## src/rtl/pc_unit.sv

```systemverilog
// ---------------------------------------------------------------------------
// pc_unit
//   Program-counter unit placed between instruction fetch and the
//   branch-resolve / exception logic. It holds the PC register and picks the
//   next PC from these sources: exception vector, resolved branch, jump/call,
//   return (from the return-address stack), sequential increment, or hold.
//   A small BOOT/RUN/BUBBLE FSM produces the valid side of a valid/ready
//   handshake toward fetch.
//
// Ports
//   clk          in   clock, rising edge
//   rst_n        in   asynchronous reset, active low
//   stall        in   hold PC (pipeline hazard)
//   fetch_ready  in   fetch accepts the current pc this cycle
//   br_taken     in   resolved taken branch (1-cycle pulse)
//   br_target    in   branch destination
//   jmp          in   unconditional jump (1-cycle pulse)
//   call         in   with jmp: also push the return address
//   jmp_target   in   jump/call destination
//   ret          in   return: pop the RAS into the PC
//   exc          in   exception request (1-cycle pulse)
//   pc           out  current fetch address
//   pc_plus      out  pc + INC, wraps modulo 2^WIDTH
//   pc_valid     out  pc is a valid fetch request
//   ras_empty    out  RAS holds no entries
//   ras_full     out  RAS holds RAS_DEPTH entries
//   ras_err      out  1-cycle pulse: push on full or pop on empty
// ---------------------------------------------------------------------------
module pc_unit #(
    parameter int unsigned      WIDTH      = 16,
    parameter int unsigned      INC        = 4,
    parameter logic [WIDTH-1:0] RESET_PC   = WIDTH'(32'h0000_0000),
    parameter logic [WIDTH-1:0] EXC_VECTOR = WIDTH'(32'h0000_0008),
    parameter int unsigned      RAS_DEPTH  = 4
) (
    input  logic             clk,
    input  logic             rst_n,
    input  logic             stall,
    input  logic             fetch_ready,
    input  logic             br_taken,
    input  logic [WIDTH-1:0] br_target,
    input  logic             jmp,
    input  logic             call,
    input  logic [WIDTH-1:0] jmp_target,
    input  logic             ret,
    input  logic             exc,
    output logic [WIDTH-1:0] pc,
    output logic [WIDTH-1:0] pc_plus,
    output logic             pc_valid,
    output logic             ras_empty,
    output logic             ras_full,
    output logic             ras_err
);

    localparam int unsigned PTR_W = (RAS_DEPTH > 1) ? $clog2(RAS_DEPTH) : 1;
    localparam int unsigned CNT_W = PTR_W + 1;
    localparam logic [CNT_W-1:0] DEPTH_C = CNT_W'(RAS_DEPTH);

    typedef enum logic [1:0] {
        ST_BOOT   = 2'd0,
        ST_RUN    = 2'd1,
        ST_BUBBLE = 2'd2
    } state_t;

    // Registers
    state_t           r_state;
    logic             r_pc_valid;
    logic [WIDTH-1:0] r_pc;
    logic [WIDTH-1:0] r_ras [RAS_DEPTH];
    logic [PTR_W-1:0] r_top;      // index of the current top-of-stack entry
    logic [CNT_W-1:0] r_count;
    logic             r_ras_err;

    // Combinational
    logic [WIDTH-1:0] w_pc_plus;
    logic [WIDTH-1:0] w_pc_next;
    logic [PTR_W-1:0] w_push_ptr;
    logic             w_accept;
    logic             w_redirect;
    logic             w_push;
    logic             w_pop;
    logic             w_err;
    logic             w_empty;
    logic             w_full;

    assign w_pc_plus  = r_pc + WIDTH'(INC);
    assign w_push_ptr = r_top + PTR_W'(1);
    assign w_empty    = (r_count == {CNT_W{1'b0}});
    assign w_full     = (r_count == DEPTH_C);
    assign w_accept   = r_pc_valid & fetch_ready & ~stall;

    // Next-PC selection; only the winning source raises RAS side effects.
    always_comb begin
        w_pc_next  = r_pc;
        w_redirect = 1'b0;
        w_push     = 1'b0;
        w_pop      = 1'b0;
        w_err      = 1'b0;
        if (exc) begin
            w_pc_next  = EXC_VECTOR;
            w_redirect = 1'b1;
        end else if (br_taken) begin
            w_pc_next  = br_target;
            w_redirect = 1'b1;
        end else if (jmp) begin
            w_pc_next  = jmp_target;
            w_redirect = 1'b1;
            if (call) begin
                // A call pushes even when full: the oldest entry is overwritten.
                w_push = 1'b1;
                w_err  = w_full;
            end else begin
                w_push = 1'b0;
            end
        end else if (ret) begin
            w_redirect = 1'b1;
            if (!w_empty) begin
                w_pc_next = r_ras[r_top];
                w_pop     = 1'b1;
            end else begin
                // Underflow falls through to the sequential address.
                w_pc_next = w_pc_plus;
                w_err     = 1'b1;
            end
        end else if (w_accept) begin
            w_pc_next = w_pc_plus;
        end else begin
            w_pc_next = r_pc;
        end
    end

    // PC register, return-address stack and error pulse.
    always_ff @(posedge clk or negedge rst_n) begin
        if (!rst_n) begin
            r_pc      <= RESET_PC;
            r_top     <= {PTR_W{1'b0}};
            r_count   <= {CNT_W{1'b0}};
            r_ras_err <= 1'b0;
            for (int i = 0; i < int'(RAS_DEPTH); i++) begin
                r_ras[i] <= {WIDTH{1'b0}};
            end
        end else begin
            r_pc      <= w_pc_next;
            r_ras_err <= w_err;
            if (w_push) begin
                r_ras[w_push_ptr] <= w_pc_plus;
                r_top             <= w_push_ptr;
                if (!w_full) begin
                    r_count <= r_count + CNT_W'(1);
                end else begin
                    r_count <= r_count;
                end
            end else if (w_pop) begin
                r_top   <= r_top - PTR_W'(1);
                r_count <= r_count - CNT_W'(1);
            end else begin
                r_top   <= r_top;
                r_count <= r_count;
            end
        end
    end

    // Fetch-handshake FSM: BOOT and BUBBLE hide the pc for one cycle each.
    always_ff @(posedge clk or negedge rst_n) begin
        if (!rst_n) begin
            r_state    <= ST_BOOT;
            r_pc_valid <= 1'b0;
        end else if (w_redirect) begin
            r_state    <= ST_BUBBLE;
            r_pc_valid <= 1'b0;
        end else begin
            case (r_state)
                ST_BOOT: begin
                    r_state    <= ST_RUN;
                    r_pc_valid <= 1'b1;
                end
                ST_RUN: begin
                    r_state    <= ST_RUN;
                    r_pc_valid <= 1'b1;
                end
                ST_BUBBLE: begin
                    r_state    <= ST_RUN;
                    r_pc_valid <= 1'b1;
                end
                default: begin
                    r_state    <= ST_BOOT;
                    r_pc_valid <= 1'b0;
                end
            endcase
        end
    end

    assign pc        = r_pc;
    assign pc_plus   = w_pc_plus;
    assign pc_valid  = r_pc_valid;
    assign ras_empty = w_empty;
    assign ras_full  = w_full;
    assign ras_err   = r_ras_err;

endmodule

```

## config.mk

```make
export PLATFORM = sky130hd
export DESIGN_NAME = pc_unit
export DESIGN_NICKNAME = d
export VERILOG_FILES = /design/src/rtl/pc_unit.sv
export SDC_FILE = /design/constraint.sdc
export NUM_CORES = 1
export LEC_CHECK = 0
export CORE_UTILIZATION = 55
export CTS_CLUSTER_DIAMETER = 80
export DETAILED_ROUTE_END_ITERATION = 6
export GPL_TIMING_DRIVEN = 0
export PLACE_DENSITY = 0.91
export SETUP_SLACK_MARGIN = 0.15
export SLEW_MARGIN = 20
export SYNTH_ARGS = -nofsm -noshare
export SYNTH_HDL_FRONTEND = slang
export SYNTH_SLANG_ARGS = --single-unit
```

## constraint.sdc

```tcl
create_clock -name clk -period 6.23 [get_ports clk]
set_clock_uncertainty 0.1 [all_clocks]
set_input_delay 0.623 -clock clk [delete_from_list [all_inputs] [get_ports clk]]
set_output_delay 0.623 -clock clk [all_outputs]
set_load 0.005 [all_outputs]
```

# Word-level counts from Yosys, hierarchy flattened
# Index checks and enable logic that the tools add are counted.
# W data, S select, Z words.
dict set report totals {
  mem_count 0
  in_bits 41
  ramBits 0
  latch_bits 0
  regBits 89
  rom_bits 0
  wordCells 74
}
dict set report op_classes {
  div_mod_pow 0
  n_eq_ne 4
  magnitude_cmp 3
  muxes 40
  n_addsub 5
  multipliers 0
  n_reduce_logical 7
  bitwise_logic 5
  shifts 0
}
# cell n
set ops {}
lappend ops {{$mux W16} 9}
lappend ops {{$bwmux W64} 1}
lappend ops {{$bmux W16 S2} 1}
lappend ops {{$demux W16 S2} 1}
lappend ops {{$mux W1} 22}
lappend ops {{$add A16 B3 Y16 const B} 1}
lappend ops {{$mux W3} 3}
lappend ops {{$ge A3 B3 Y1 const B} 2}
lappend ops {{$mux W2} 3}
lappend ops {{$not A2 Y3} 2}
lappend ops {{$reduce_bool A5 Y1} 1}
lappend ops {{$add A3 B1 Y3 const B} 1}
lappend ops {{$eq A3 B3 Y1 const B} 1}
lappend ops {{$logic_not A3 Y1} 1}
lappend ops {{$lt A3 B1 Y1 const B} 1}
lappend ops {{$reduce_or A3 Y1} 1}
lappend ops {{$sub A3 B1 Y3 const B} 1}
lappend ops {{$add A2 B1 Y2 const B} 1}
lappend ops {{$and A1 B1 Y1} 2}
lappend ops {{$eq A2 B1 Y1 const B} 1}
lappend ops {{$eq A2 B2 Y1 const B} 1}
lappend ops {{$logic_not A2 Y1} 1}
lappend ops {{$ne A2 B2 Y1 const B} 1}
lappend ops {{$reduce_and A2 Y1} 1}
lappend ops {{4 further kinds} 4}

# Logic depth before layout (Yosys ltp)
# Gate-level depths: netlist (run 1).
dict set report depth {
  ltp_word 9
  ltp_mapped 9
  depth_no_buf 7
}

# Least setup slack after synthesis (run 1)
# Ideal clock, no wire load.
dict set report synth_path {
  path_kind {in2reg}
  from {input port br_taken}
  to {register r_count[2]}
  arrival_time_ns 2.037
  t_required_ns 6.051
  stages 8
  setup_time_ns 0.079
  path_buffers 1
  slack_ns 4.014
  cell_sequence {or2_1 clkbuf_1 nor2_2 inv_1 fa_1 xor2_1 nor2_1 xor2_1}
}
dict set report synth_between {
  elab_chain_len 4
  word_cells_on_any_way 8
}
# item line_no
set synth_lines {}
lappend synth_lines {{start: declaration} 40} ;# input logic br_taken,
lappend synth_lines {{$mux W1} 102} ;# end else if (br_taken) begin
lappend synth_lines {{$mux W1} 99} ;# if (exc) begin
lappend synth_lines {{$ne A2 B2 Y1 (no source line) or $reduce_bool A2 Y1 (tied branches)} -}
lappend synth_lines {{$reduce_and A2 Y1 (no source line)} -}
lappend synth_lines {{end signal: assignment} 137} ;# r_count <= {CNT_W{1'b0}};
lappend synth_lines {{end signal: assignment} 149} ;# r_count <= r_count + CNT_W'(1);
lappend synth_lines {{end signal: assignment} 151} ;# r_count <= r_count;
lappend synth_lines {{end: declaration} 71} ;# logic [CNT_W-1:0] r_count;
# Several ways; a longest one is shown, not always the timed one.
# A chain may end at the register's enable or synchronous reset.

# Worst setup path after layout (run 1)
dict set report layout_path {
  from {register r_pc[2], in the netlist pc[2]}
  to {output port pc_plus[13]}
}
dict set report layout_between {
  elab_chain_len 1
}
# item line_no
set layout_lines {}
lappend layout_lines {{start: declaration} 68} ;# logic [WIDTH-1:0] r_pc;
lappend layout_lines {{start signal: assignment} 143} ;# r_pc <= w_pc_next;
lappend layout_lines {{$add A16 B3 Y16} 86} ;# assign w_pc_plus = r_pc + WIDTH'(INC);
lappend layout_lines {{end: declaration} 48} ;# output logic [WIDTH-1:0] pc_plus,
# Every way passes these cells.

==> flow_summary.ini, run 1 <==
[status]
status = finished, final reports clean

[clock_tree]
cts_buffers = 9
clk_transition_reported_paths_ns = 0.10
cts_tree = built
h-tree-depth = 3
cts.sinks = 88
clock_path_buffers = 2
cts_resized = 0
cts-root-buf = clkbuf_8
post_cts_hold_buffer_count = 0
clock_latency_ns = 0.37
post-cts-setup-buffer-count = 0

[critical_path]
path_max_fanout = 9
crit_family = simple AND/OR/NAND/NOR gates
required_ns = 5.51
critPathSlowestCell = nor4_1
crit_chain = nand3_1 -> nor4_1 -> xnor2_1 -> inv_1 -> clkdlybuf4s50_1
critPathLaunch = pc[2]
startpoint_type = register
critical_path_class = register to primary output
path_buf_inv = 2
cp-end-kind = primary output
timing.rr.start = r_top[1]
max_stage_delay_ns = 0.60
worstPathArrival_ns = 2.71

[min_path]
hp-class = input pin to asynchronous set/reset pin

[cells_and_area]
fin_nets = 576
area_growth_syn_to_layout_pct = 24.1
post-route-util_pct = 71.4
layout-drive-gt1-share_pct = 13.3
design_area_um2 = 5580
finalNonFillerCells = 636
antenna_cells = 0

[timing]
period_minus_slack_ns = 3.43
finalMaxSlewViolations = 0
max_freq_mhz = 291
max_slew.worst_pin.slew_ns = 0.723
setup_viol = 0
period_share_pct = 55.1
whs_ns = 0.0583
fin_setup_tns_ns = 0
rsz0062_at_grt = false
hold_viol = 0
relSlewSlack_pct = 51.8

[routing]
wl_per_cell_um = 20.4
drc = 0
drt-initial-drc-count = 424
num_vias = 4125
dr.pass1.iters = 5
antenna_left = 0
via_per_inst = 6.49
finalWirelength_um = 13000

[synthesis]
syn_area_um2 = 4490
synth_top_area_share_pct = 49.0
synth-adder-area-share_pct = 1.84
synth_seq_cells = 88
syn_inst = 442
yosys-top-cells-area = dfrtp_1, mux4_2, o21ai_0
synth_edf_count = 0
synth_area_per_cell_um2 = 10.2
ys.flop_type = dfrtp_1
yosysTopAreaCell = dfrtp_1
yosys-top-cells-count = dfrtp_1, nand2_1, o21ai_0
ys_warn_count = 0
ys_async_sr_fraction_pct = 100
synth_xor_xnor_area_share_pct = 2.73
ys_types = 53
yosysSeqAreaShare_pct = 49.0
synthSimpleGateAreaFrac_pct = 14.1
synth_top_family_by_area = compound AO/OA/AOI/OAI gates
yosysMostFrequentCell = dfrtp_1
synth.area.mux_share_pct = 11.3
synth-compound-area-share_pct = 16.0
postSynthNetCount = 489

[grt]
antenna_found_initial = 0
grt_overflow = 0
grt_pass1_wl_um = 21000
grt.total_usage_pct = 32.4
grt_pass1_vias = 4170
grt_max_degree = 62

[job]
drv_cap = 0

[place]
place.gp.congestion = 0.827
hpwl_um = 9340
place_area_um2 = 5400
portBuffers = 75
numPlacedInstances = 620

[power_and_ir_drop]
p_leak_nw = 2.38
pwr-share-clk_pct = 19.8
p_sw_w = 0.000669
intPower_w = 0.00122
peakVddDrop_mv = 0.141
p_sw_share_pct = 35.4
p_seq_share_pct = 45.9
p_comb_share_pct = 34.3
powerDensity_nw_per_um2 = 339

[floorplan]
start_util_pct = 57.6
fp.coreArea_um2 = 7810
chipWidth_um = 92.4
die_h_um = 92.4
rows = 32
design.die.area_um2 = 8540
io_pins = 77
[metrics by stage]
| step | power (W) | setup WS, ns |
|---|---|---|
| after floorplan | 0.00125 | 4.01 |
| after global routing | 0.00198 | 2.62 |
| after CTS | 0.00187 | 2.89 |
| final | 0.00189 | 2.80 |
| after detailed placement | 0.00150 | 3.24 |
| after global placement | 0.00144 | 1.47 |
[flip-flops by register name (all words and copies together), names as in the netlist]
register	cells
r_state	2
r_ras	64
r_count	3
ras_err	1
r_top	2
pc	16
[cell type report]
class                      count  area [µm²]
timing repair buffer          76         776
tap                          102         128
buffer                        29         155
fill                         528        2230
inverter                      20        75.1
sequential                    88        2200
clock buffer                  10         128
clock inverter                 6        51.3
multi-input combinational    305        2060
[per-layer routing]
layer  wire (µm)  track usage (%)  share of wire (%)  vias to the layer above
met5           0                0                  0                        -
met4         598             18.6                4.6                        0
met3        1300             5.83                 10                       74
met2        6320             53.2                 49                      349
met1        4730             40.4                 37                     1968
li1            -                -                  -                     1734
[power groups by stage]
stage,clock [W],sequential [W],combinational [W]
4_1_cts,0.000370,0.000860,0.000642
2_1_floorplan,0,0.000831,0.000415
3_5_place_dp,0,0.000870,0.000634
6_report,0.000374,0.000867,0.000648
3_3_place_gp,0,0.000848,0.000590
5_1_grt,0.000394,0.000884,0.000706
[layout by cell type, fill, tap and decap left out, drive strengths merged, types with 4 or more instances in the layout]
master         instances
nor2                  19
buf                   17
ha                     5
o21ai                 68
a31oi                  4
nor4                   4
inv                   23
xor2                   4
a22oi                 10
clkbuf                24
o22ai                  5
dfrtp                 88
a21oi                 12
a211oi                 4
xnor2                 10
nand3                  8
nor3                   8
mux4                  16
mux2                  13
clkdlybuf4s50         74
nand2                 78
and3                   5
[path summary, 6_finish.rpt]
| check | to | slack (ns) | depth (start not counted) |
|---|---|---|---|
| setup / recovery | pc_plus[13] | 2.80 | 5 |
| hold / removal | pc[9] | 0.06 | 1 |
| setup reg to reg | r_ras[18] | 3.31 | 8 |
| hold reg to reg | r_state[0] | 0.31 | 1 |
| max in group asynchronous | r_ras[36] | 5.34 | 2 |
| min in group clk | r_state[0] | 0.31 | 1 |
[kinds of logic after synthesis]
group / after synthesis
AO/OA/AOI/OAI: 118
XOR/XNOR: 14
adder cells (fa/ha/maj): 6
buffers and inverters: 49
flip-flops: 88
multiplexers: 29
AND/OR/NAND/NOR: 138
Power figures use the tool's default switching activity.
==> inputs of run 2 (changes only) <==
--- a/config.mk
+++ b/config.mk
@@ -5,11 +5,11 @@
 export SDC_FILE = /design/constraint.sdc
 export NUM_CORES = 1
 export LEC_CHECK = 0
-export CORE_UTILIZATION = 55
+export CORE_UTILIZATION = 48
 export CTS_CLUSTER_DIAMETER = 80
 export DETAILED_ROUTE_END_ITERATION = 6
 export GPL_TIMING_DRIVEN = 0
-export PLACE_DENSITY = 0.91
+export PLACE_DENSITY = 0.85
 export SETUP_SLACK_MARGIN = 0.15
 export SLEW_MARGIN = 20
 export SYNTH_ARGS = -nofsm -noshare
==> constraint.sdc (replaced) <==
create_clock -name clk -period 2.8 [get_ports clk]
set_clock_uncertainty 0.1 [all_clocks]
set_input_delay 0.28 -clock clk [delete_from_list [all_inputs] [get_ports clk]]
set_output_delay 0.28 -clock clk [all_outputs]
set_load 0.005 [all_outputs]
==> flow_summary.ini, run 2 (synthesized netlist as in run 1, its figures left out) <==
[grt]
grt_max_degree = 60
grt_overflow = 0
grt_util_met2_pct = 44.2
grt_pass1_wl_um = 20300
grt.busiest_layer = met2
grt_use_met1_pct = 34.8
grt_pass1_vias = 4067
grt.total_usage_pct = 27.0
met3_usage_pct = 5.25
antenna_found_initial = 0

[critical_path]
critical_path_class = register to primary output
startpoint_type = register
timing.rr.start = r_top[0]
worstPathArrival_ns = 2.25
path_max_fanout = 5
ff2ff_setup_slack_ns = 0.37
reg2reg_depth = 7
cp-end-kind = primary output
required_ns = 2.42
r2r_end = r_ras[32]

[routing]
drt-initial-drc-count = 407
num_vias = 3942
via_per_inst = 6.09
wl_per_cell_um = 19.2
antenna_left = 0
drc = 0
dr.pass1.iters = 5
finalWirelength_um = 12400

[min_path]
worstHoldStart = jmp
holdPathEnd = r_state[1]
hp-class = input pin to register
hold-path-cell-count = 2

[power_and_ir_drop]
intPower_w = 0.00285
p_leak_nw = 2.47
peakVddDrop_mv = 0.332
p_sw_w = 0.00146
p_comb_share_pct = 33.6
pwr-share-clk_pct = 21.9
p_seq_share_pct = 44.5
p_sw_share_pct = 33.9
powerDensity_nw_per_um2 = 745

[cells_and_area]
area_growth_syn_to_layout_pct = 28.8
fin_nets = 581
layout_commonest_cell = dfrtp_1
finalNonFillerCells = 647
design_area_um2 = 5790
final_cell_mix = dfrtp_1, nand2_1, clkdlybuf4s50_1
regMostFlops = r_ras
layout-drive-gt1-share_pct = 18.7
largest_register_ffs = 64
antenna_cells = 0

[clock_tree]
cts_buffers = 9
cts.sinks = 88
cts-root-buf = clkbuf_8
h-tree-depth = 3
clock_path_buffers = 2
clock_latency_ns = 0.36
cts_tree = built
clk_transition_reported_paths_ns = 0.10

[place]
hpwl_um = 8670
place.gp.congestion = 0.883
place_area_um2 = 5410
numPlacedInstances = 626
portBuffers = 75

[timing]
period_share_pct = 93.8
max_freq_mhz = 381
hold_viol = 0
max_slew.worst_pin.slew_ns = 0.689
rsz0062_at_grt = true
period_minus_slack_ns = 2.63
setup_viol = 0
relSlewSlack_pct = 53.9
finalMaxSlewViolations = 0

[floorplan]
fp.coreArea_um2 = 8890
rows = 34
design.die.area_um2 = 9750
chipWidth_um = 98.8
io_pins = 77
die_h_um = 98.8
start_util_pct = 50.5

[status]
status = finished, final reports clean

[job]
drv_cap = 0
[run 2: cell types whose count changed in the layout (fill, tap and decap cells not counted), sizes merged]
cell,previous run,this run
buf,17,21
bufinv,0,1
clkinv,3,2
clkinvlp,0,1
dlygate4sd3,0,1
inv,23,22
[run 2: repair_timing]
item	4_1_cts	5_1_grt
hold endpoints to repair	29	0
setup buffers	3	2
endpoints found under the setup margin	30	29
hold buffers	1	0
pin swaps	0	1
gates resized for setup	12	20
[run 2: layout make-up]
cell class / instances / area [µm²]
Buffer: 28 / 155
Inverter: 20 / 75.1
Multi-Input combinational cell: 305 / 2180
Fill cell: 644 / 3100
Clock inverter: 6 / 75.1
Sequential cell: 88 / 2210
Tap cell: 108 / 135
Timing Repair Buffer: 82 / 823
Clock buffer: 10 / 138
[run 2: per-layer routing]
metal	vias up	wire, µm
met5	-	0
met4	0	366
met3	32	1080
met2	237	6060
met1	1933	4900
li1	1740	-
[run 2: worst max-delay path by stage]
stage / start / to / slack [ns] / cells past startpoint
2_1_floorplan: r_top[1] / r_ras[41] / 0.76 / 8
3_3_place_gp: rst_n / pc[9] / -1.65 / 1
3_5_place_dp: r_top[1] / r_ras[38] / -0.02 / 9
5_1_grt: pc[10] / pc_plus[14] / 0.07 / 5
6_report: pc[2] / pc_plus[8] / 0.17 / 6
4_1_cts: pc[3] / pc_plus[8] / 0.12 / 6
[run 2: critical path, cell delays in order, from the launching register on]
cell,delay [ns]
dfrtp_2,0.44
ha_4,0.18
nand2_2,0.09
or3_1,0.37
and2_1,0.23
inv_1,0.07
clkdlybuf4s50_1,0.50
[run 2: power by group through the flow]
stage	clock (W)	sequential, W	combinational [W]
floorplan	0	0.00185	0.000924
global placement	0	0.00189	0.00132
detailed placement	0	0.00192	0.00138
CTS	0.000949	0.00190	0.00142
global route	0.00100	0.00196	0.00159
finish	0.000946	0.00192	0.00145
[run 2: stage by stage]
stage	total power (W)	utilization (%)	setup WS (ns)	setup TNS, ns	hold slack [ns]
finish	0.00431	65.1	0.173	0	0.0993
global route	0.00455	65.1	0.0675	0	0.108
floorplan	0.00277	-	0.765	0	-0.116
detailed placement	0.00330	60.8	-0.0247	-0.0247	0.144
global placement	0.00321	60.5	-1.65	-144.39	0.301
CTS	0.00427	64.3	0.122	0	0.0895
